--- config.mk ---
export PLATFORM = sky130hd
export DESIGN_NAME = cdb_arbiter
export DESIGN_NICKNAME = d
export VERILOG_FILES = /design/src/rtl/cdb_arbiter.sv
export SDC_FILE = /design/constraint.sdc
export NUM_CORES = 1
export LEC_CHECK = 0
export ABC_CLOCK_PERIOD_IN_PS = 2900
export BUFFER_PORTS_ARGS = -buffer_cell sky130_fd_sc_hd__buf_2
export CAP_MARGIN = 40
export CORE_AREA = 2 2 213 215
export DETAILED_ROUTE_END_ITERATION = 16
export DIE_AREA = 0 0 215 217
export PLACE_DENSITY = 0.55
export SLEW_MARGIN = 0
export SYNTH_ARGS = -nofsm -noshare
export SYNTH_HDL_FRONTEND = slang
export SYNTH_SLANG_ARGS = --single-unit
--- constraint.sdc ---
create_clock -name clk -period 2.9 [get_ports clk]
set_input_delay 0.29 -clock clk [delete_from_list [all_inputs] [get_ports clk]]
set_output_delay 0.29 -clock clk [all_outputs]
set_load 0.01 [all_outputs]
--- src/rtl/cdb_arbiter.sv ---
// Common data bus transmit arbiter: round-robin selection among N_SRC result
// producers, one registered broadcast per cycle; tag 0 results are swallowed.
module cdb_arbiter #(
  parameter int N_SRC = 4,
  parameter int TAG_W = 4,
  parameter int ID_W  = 64
) (
  input  logic                     clk,
  input  logic                     rst,
  input  logic                     flush,
  input  logic [N_SRC-1:0]         src_req,
  input  logic [N_SRC*TAG_W-1:0]   src_tag,
  input  logic [N_SRC*32-1:0]      src_wdata,
  input  logic [N_SRC*ID_W-1:0]    src_inst_id,
  output logic [N_SRC-1:0]         src_gnt,
  output logic                     cdb_wr,
  output logic [TAG_W-1:0]         cdb_tag,
  output logic [31:0]              cdb_wdata,
  output logic [ID_W-1:0]          cdb_inst_id,
  output logic                     err_tag0,
  output logic [31:0]              bcast_cnt
);

  localparam int PTR_W = (N_SRC > 1) ? $clog2(N_SRC) : 1;

  logic [PTR_W-1:0] rr_ptr_q, rr_ptr_d;
  logic             cdb_wr_q, cdb_wr_d;
  logic [TAG_W-1:0] cdb_tag_q, cdb_tag_d;
  logic [31:0]      cdb_wdata_q, cdb_wdata_d;
  logic [ID_W-1:0]  cdb_inst_id_q, cdb_inst_id_d;
  logic             err_tag0_q, err_tag0_d;
  logic [31:0]      bcast_cnt_q, bcast_cnt_d;

  logic [TAG_W-1:0] tag_arr   [N_SRC];
  logic [31:0]      wdata_arr [N_SRC];
  logic [ID_W-1:0]  id_arr    [N_SRC];
  logic [PTR_W:0]   cand_sum  [N_SRC];
  logic [PTR_W-1:0] cand_idx  [N_SRC];

  logic [PTR_W-1:0] winner;
  logic [PTR_W-1:0] ptr_next;
  logic             found;
  logic             grant_en;
  logic [TAG_W-1:0] win_tag;

  // Candidate k is the source k positions after the pointer, wrapped into range.
  for (genvar gi = 0; gi < N_SRC; gi++) begin : g_src
    assign tag_arr[gi]   = src_tag[gi*TAG_W +: TAG_W];
    assign wdata_arr[gi] = src_wdata[gi*32 +: 32];
    assign id_arr[gi]    = src_inst_id[gi*ID_W +: ID_W];
    assign cand_sum[gi]  = {1'b0, rr_ptr_q} + (PTR_W+1)'(gi);
    assign cand_idx[gi]  = (cand_sum[gi] >= (PTR_W+1)'(N_SRC))
                         ? PTR_W'(cand_sum[gi] - (PTR_W+1)'(N_SRC))
                         : PTR_W'(cand_sum[gi]);
  end

  always_comb begin
    winner = '0;
    found  = 1'b0;
    for (int k = 0; k < N_SRC; k++) begin
      if (!found && src_req[cand_idx[k]]) begin
        found  = 1'b1;
        winner = cand_idx[k];
      end
    end
  end

  // Grants are gated by reset so no source sees a handshake while held in reset.
  assign grant_en = found & ~flush & rst;
  assign win_tag  = tag_arr[winner];
  assign ptr_next = (winner == PTR_W'(N_SRC-1)) ? '0 : winner + PTR_W'(1);

  always_comb begin
    src_gnt = '0;
    if (grant_en) begin
      src_gnt[winner] = 1'b1;
    end
  end

  always_comb begin
    rr_ptr_d      = rr_ptr_q;
    cdb_wr_d      = 1'b0;
    cdb_tag_d     = cdb_tag_q;
    cdb_wdata_d   = cdb_wdata_q;
    cdb_inst_id_d = cdb_inst_id_q;
    err_tag0_d    = err_tag0_q;
    bcast_cnt_d   = bcast_cnt_q;
    if (grant_en) begin
      rr_ptr_d = ptr_next;
      if (win_tag != '0) begin
        cdb_wr_d      = 1'b1;
        cdb_tag_d     = win_tag;
        cdb_wdata_d   = wdata_arr[winner];
        cdb_inst_id_d = id_arr[winner];
        bcast_cnt_d   = bcast_cnt_q + 32'd1;
      end else begin
        // Tag 0 would alias "no producer" in the register file: consume, never broadcast.
        err_tag0_d = 1'b1;
      end
    end
  end

  always_ff @(posedge clk or negedge rst) begin
    if (!rst) begin
      rr_ptr_q      <= '0;
      cdb_wr_q      <= 1'b0;
      cdb_tag_q     <= '0;
      cdb_wdata_q   <= '0;
      cdb_inst_id_q <= '0;
      err_tag0_q    <= 1'b0;
      bcast_cnt_q   <= '0;
    end else begin
      rr_ptr_q      <= rr_ptr_d;
      cdb_wr_q      <= cdb_wr_d;
      cdb_tag_q     <= cdb_tag_d;
      cdb_wdata_q   <= cdb_wdata_d;
      cdb_inst_id_q <= cdb_inst_id_d;
      err_tag0_q    <= err_tag0_d;
      bcast_cnt_q   <= bcast_cnt_d;
    end
  end

  assign cdb_wr      = cdb_wr_q;
  assign cdb_tag     = cdb_tag_q;
  assign cdb_wdata   = cdb_wdata_q;
  assign cdb_inst_id = cdb_inst_id_q;
  assign err_tag0    = err_tag0_q;
  assign bcast_cnt   = bcast_cnt_q;

endmodule

# Word level (Yosys, flattened, before mapping)

Cells that the tools add are included.

Register bits after elaboration: 136
Input port bits: 407
Output and inout port bits: 138

Add/subtract/negate cells: 9
Order comparisons: 11
Equal/unequal tests: 1
Mux-type cells: 35
Bitwise gates (word level): 5
Reductions and logical operators: 10

Operator list:

| cell                                                                                 | number |
|---|---|
| 64-bit binary-select mux with 2-bit select                                           | 1 |
| 64-bit 2-to-1 mux                                                                    | 2 |
| 32-bit binary-select mux with 2-bit select                                           | 1 |
| 32-bit 2-to-1 mux                                                                    | 2 |
| 32-bit by 1-bit adder with 32-bit output (second input constant)                     | 1 |
| 2-bit 2-to-1 mux                                                                     | 9 |
| 2-bit by 3-bit < comparator with 1-bit output (second input constant)                | 5 |
| 3-bit greater-or-equal comparator (second input constant)                            | 4 |
| 4-bit 2-to-1 mux                                                                     | 3 |
| 1-bit 2-to-1 mux                                                                     | 11 |
| 1-bit binary-select mux with 2-bit select                                            | 4 |
| 4-bit binary-select mux with 2-bit select                                            | 1 |
| 2-bit by 1-bit subtractor with 2-bit output (second input constant)                  | 4 |
| 2-bit by 2-bit adder with 3-bit output (second input constant)                       | 2 |
| 1-bit logical AND                                                                    | 4 |
| 2-bit AND reduction                                                                  | 2 |
| 4-bit nonzero test                                                                   | 1 |
| 2-bit by 1-bit adder with 3-bit output (second input constant)                       | 1 |
| 2-bit by 3-bit greater-or-equal comparator with 1-bit output (second input constant) | 1 |
| 1-bit logical NOT                                                                    | 3 |
| 2-bit inverter with 3-bit output                                                     | 1 |
| 2-bit by 1-bit adder with 2-bit output (second input constant)                       | 1 |
| 1-bit bitwise AND                                                                    | 2 |
| 1-bit demux with 2-bit select                                                        | 1 |
| 3 further kinds                                                                      | 4 |

# Logic depth before layout (Yosys ltp)

Depth in word-level cells: 21
Gate-level depth with buffers: 12

# Worst setup path before layout

No wires, ideal clock.

Path kind: reg-to-reg
Start: reg rr_ptr_q[1]
End: reg bcast_cnt_q[1], in the netlist bcast_cnt[1]
Setup time: 0.125 ns
Data arrival time: 2.421 ns
Required time: 2.775 ns
Setup slack: 0.353 ns
Cell stages (with the launch flop): 12
Path buffers: 4
Cell sequence: dfrtp_1 -> nand2b_4 -> a21oi_2 -> nor3_4 -> buf_6 -> a211oi_1 -> o22a_1 -> buf_4 -> a21boi_2 -> buf_6 -> buf_6 -> mux2_4

Word-level cells in the longest chain between the ends: 20
Elaborated cells between the ends (all ways): 45
Classes of those cells: add/sub: 7; order compare: 4; mux: 23; bitwise: 3; reduce/logical: 8

RTL lines:

| item                                                                                            | line | RTL |
|---|---|---|
| start, declared                                                                                 | 26   | `logic [PTR_W-1:0] rr_ptr_q, rr_ptr_d;` |
| start signal, assigned                                                                          | 113  | `rr_ptr_q <= rr_ptr_d;` |
| parallel branches: the longest is 19 deep, another holds 2-bit by 1-bit adder with 3-bit output | --   |  |
| 2-bit AND reduction (no line) *                                                                 | --   |  |
| end signal, assigned                                                                            | 119  | `bcast_cnt_q <= bcast_cnt_d;` |
| end, declared                                                                                   | 32   | `logic [31:0] bcast_cnt_q, bcast_cnt_d;` |

Every way passes the cells marked *. The select of a mux whose other input is x is not followed.
A chain may end at the register's enable or synchronous reset.

# Worst setup path after layout

Start: reg rr_ptr_q[1]
End: reg cdb_inst_id_q[54], in the netlist cdb_inst_id[54]

Word-level cells in the longest chain between the ends: 20
Elaborated cells between the ends (all ways): 48
Classes of those cells: add/sub: 7; order compare: 4; mux: 26; bitwise: 3; reduce/logical: 8

RTL lines:

| item                                                                                            | line | RTL |
|---|---|---|
| parallel branches: the longest is 20 deep, another holds 2-bit by 1-bit adder with 3-bit output | --   |  |
| end signal, assigned                                                                            | 117  | `cdb_inst_id_q <= cdb_inst_id_d;` |
| end, declared                                                                                   | 30   | `logic [ID_W-1:0] cdb_inst_id_q, cdb_inst_id_d;` |

Parallel ways; which one is timed is not known. The select of a mux whose other input is x is not followed.

==> results.yml <==
grt:
  number_of_antenna_violations_at_the_first_check_in_global_routing: 9
  grt_first_pass_wirelength_mm: 56.1
  grt_use_total: 0.155
  overflow_after_grt: 0
  vias_in_the_first_global_route: 9911
  grt_start_max_net_pins: 137
timing:
  worst-slew-pin-transition_ns: 0.803
  hold_violations: 4
  min_period_over_period: 0.961
  unrepaired_setup_endpoints_after_global_routing: "yes"
  hold-worst-slack_ns: -0.0400
  clock-skew-final_ns: 0.00810
  timing.max_slew.rel_slack: 0.464
  setup-tns-final_ns: 0
  fmaxAchievable_mhz: 359
  fin_crit_ns: 2.79
  setup_viol: 0
  number_of_max_slew_violations_in_the_final_report: 0
finish:
  filler_cell_count: 4910
  ff_latch_area_um2: 3400
  final_nets: 1999
  multi_input_area_um2: 5150
  layout-area-overhead-vs-synth_pct: 46.9
  drive_above_1_share: 0.461
  layout.cell_area.non_filler_um2: 13200
synth:
  ys_ff_latch: 136
  synth-async-reset-ratio: 1.00
  synth_cell_types: 41
  synthesis.instances: 1061
  synth_seq_area_share: 0.379
  synth-edff-count: 0
  syn-num-nets: 1473
  synth_warnings: 0
  most_used_flip_flop_cell_after_synthesis: "dfrtp_1"
  mappedNetlistArea_um2: 8990
  syn_area_per_cell_um2: 8.47
run_status:
  failed_checks: "negative hold slack"
  status: "finished with violations"
pwr:
  design_power_total_mw: 11.3
  max_rail_drop_vdd_uv: 350
  leakage_nw: 6.97
  p_per_area_nw_per_um2: 852
floorplanning:
  row_count: 78
  dieHeight_um: 217
  top_level_ports: 545
  horizontal_extent_of_the_die_um: 215
  floorplan.core_area_um2: 44700
  initial_utilization: 0.201
  floorplan.die_area_um2: 46700
worst_setup_path:
  worstPathRequired_ns: 3.21
  criticalPathCategory: "reg2reg"
  slowest_stage: "dfrtp_1"
  critPathMaxFanout: 28
  critPathArrivalTime_ns: 3.10
  path_cells: "mux2i_1 -> and2_1 -> buf_4 -> o31a_1 -> a211oi_1 -> o22a_1 -> a21boi_4 -> buf_12 -> buf_4 -> mux2_4"
  critPathMaxStageDelay_ns: 0.43
  worst_setup_path_end_kind: "flop"
  critical_path.startpoint_type: "flop"
  most_common_cell_type_on_the_critical_path: "buf_4"
route:
  route.vias.total: 9850
  totalWireLength_mm: 36.9
  detailedRoute.firstPassIterationCount: 5
  wl_per_cell_um: 16.7
  residual_drc_count: 0
  viasPerCell: 4.47
  detailed_router_s_first_iteration_violation_count: 502
  number_of_nets_with_antenna_violations_after_detailed_routing: 0
clocking:
  worst_skew_pair.late_latency_ns: 0.43
  tritoncts.num_buffers: 17
  clkSlewWorstSetupHoldPaths_ns: 0.06
  tritoncts: "done"
  htree_depth: 4
  clockRootBuffer: "clkbuf_16"
  cts-root-to-sink-buffers: 2
  cts.sinks: 136
job:
  number_of_max_cap_violations: 0
min_path:
  hold_path.class: "in2async"
placement:
  placed_inst_area_um2: 12500
  dp_hpwl_mm: 29.0
  finalWeightedCongestion: 0.873
  portBuffers: 544
## state kept, by name (all words and copies together), names as in the netlist
register     count
cdb_wr           1
rr_ptr_q         2
err_tag0         1
cdb_tag          4
cdb_wdata       32
cdb_inst_id     64
bcast_cnt       32
## repair_timing
action                                  in CTS  in global routing
setup buffers                                1                  0
pin swaps                                    1                  1
gates cloned                                 0                  0
endpoints found under the setup margin       2                 31
hold buffers                                 0                  0
resized for setup                            0                  1
## layout by cell type, fill, tap and decap left out, drive strengths merged
| cell type | synthesis | final |
|---|---|---|
| buf | 28 | 594 |
| nand2 | 392 | 392 |
| dfrtp | 136 | 136 |
| mux2 | 102 | 102 |
| and3 | 100 | 100 |
| a31oi | 96 | 96 |
| xor2 | 23 | 23 |
| a21oi | 18 | 18 |
| clkbuf | 59 | 17 |
| a211oi | 15 | 15 |
| nand4 | 12 | 12 |
| nand3 | 10 | 10 |
| inv | 6 | 10 |
| nor2 | 9 | 9 |
| o31a | 8 | 8 |
| xnor2 | 8 | 8 |
| and2 | 7 | 7 |
| diode | 0 | 6 |
| ha | 5 | 5 |
| bufinv | 0 | 5 |
| o211ai | 4 | 4 |
| a2111oi | 4 | 4 |
| clkinv | 1 | 4 |
| o22a | 3 | 3 |
| clkinvlp | 0 | 3 |
| nand2b | 3 | 3 |
| nor4 | 2 | 2 |
| o22ai | 2 | 2 |
| nor3 | 2 | 2 |
| nor3b | 1 | 1 |
| a211o | 1 | 1 |
| nor2b | 1 | 1 |
| mux2i | 1 | 1 |
| a21boi | 1 | 1 |
| a31o | 1 | 1 |
## final timing paths
| path | start | to | slack (ns) | cells past startpoint |
|---|---|---|---|---|
| min | rst | cdb_inst_id[3] | -0.04 | 2 |
| max reg2reg | rr_ptr_q[1] | cdb_inst_id[54] | 0.11 | 10 |
| min in group clk | rst | rr_ptr_q[0] | 0.28 | 3 |
| max in group asynchronous | rst | cdb_inst_id[43] | 2.30 | 2 |
| min reg2reg | bcast_cnt[31] | bcast_cnt[31] | 0.49 | 1 |
| max | rr_ptr_q[1] | cdb_inst_id[54] | 0.11 | 10 |
## report_power, final
part	total [mW]	internal, mW	switching, mW
Sequential	3.17	2.67	0.496
Clock	2.43	1.53	0.905
Combinational	5.65	2.66	2.99
Total	11.3	6.86	4.39
## metrics by stage
step	utilization	std cells	setup slack, ns
floorplan	-	1061	0.353
finish	0.296	2206	0.114
global placement	0.280	2167	0.160
CTS	0.295	2200	0.0527
detailed placement	0.280	2167	0.0888
global route	0.295	2203	-0.0453
## cell type report
type / count / share of cell area
clock inverters: 15 / 0.0169
multi-input cells: 831 / 0.390
flip-flops and latches: 136 / 0.258
clock buffers: 17 / 0.0322
diodes: 6 / 0.00114
inverters: 7 / 0.00237
repair buffers: 594 / 0.243
well taps: 600 / 0.0568
## cell usage after synthesis, types with 2 or more instances
cell type,n,share of area
and2_1,6,0.0042
o22ai_1,2,0.0014
a21oi_1,17,0.0095
nor2_1,8,0.0033
buf_2,10,0.0056
o31a_1,8,0.0078
buf_1,6,0.0025
a31oi_1,96,0.067
nand2b_1,2,0.0014
nand2_1,392,0.16
o211ai_1,4,0.0033
buf_6,10,0.013
ha_1,5,0.0070
mux2_4,68,0.11
nand3_1,10,0.0056
nor4_1,2,0.0014
clkbuf_1,59,0.025
xor2_1,23,0.022
o22a_1,3,0.0029
a211oi_1,15,0.013
xnor2_1,8,0.0078
nand4_1,12,0.0084
a2111oi_0,4,0.0039
and3_1,100,0.070
mux2_2,34,0.043
inv_1,6,0.0025
buf_4,2,0.0017
dfrtp_1,136,0.38
## worst max-delay path, delay by kind of cell (launching register included)
family	cells	cell delay, ns
buffers and inverters	3	0.54
AND/OR/NAND/NOR	1	0.21
multiplexers	2	0.43
flip-flops	1	0.43
AO/OA/AOI/OAI	4	1.02
## layer usage
metal	track usage	vias up	part of all wire
met2	0.266	374	0.49
met3	0.0436	32	0.064
li1	-	4724	-
met5	0	-	0.00081
met1	0.188	4716	0.42
met4	0.0457	4	0.018
## logic make-up (layout without fill, tap and decap cells)
kind of cell,after synthesis,in the layout,synth area share
simple gates,539,539,0.265
mux,103,103,0.157
compound gates,153,153,0.112
xor+xnor,31,31,0.0302
flops,136,136,0.379
fa+ha+maj,5,5,0.00696
buf+inv,94,633,0.0498
other cells,0,6,0
No activity file was read; power rests on OpenSTA's default activity.
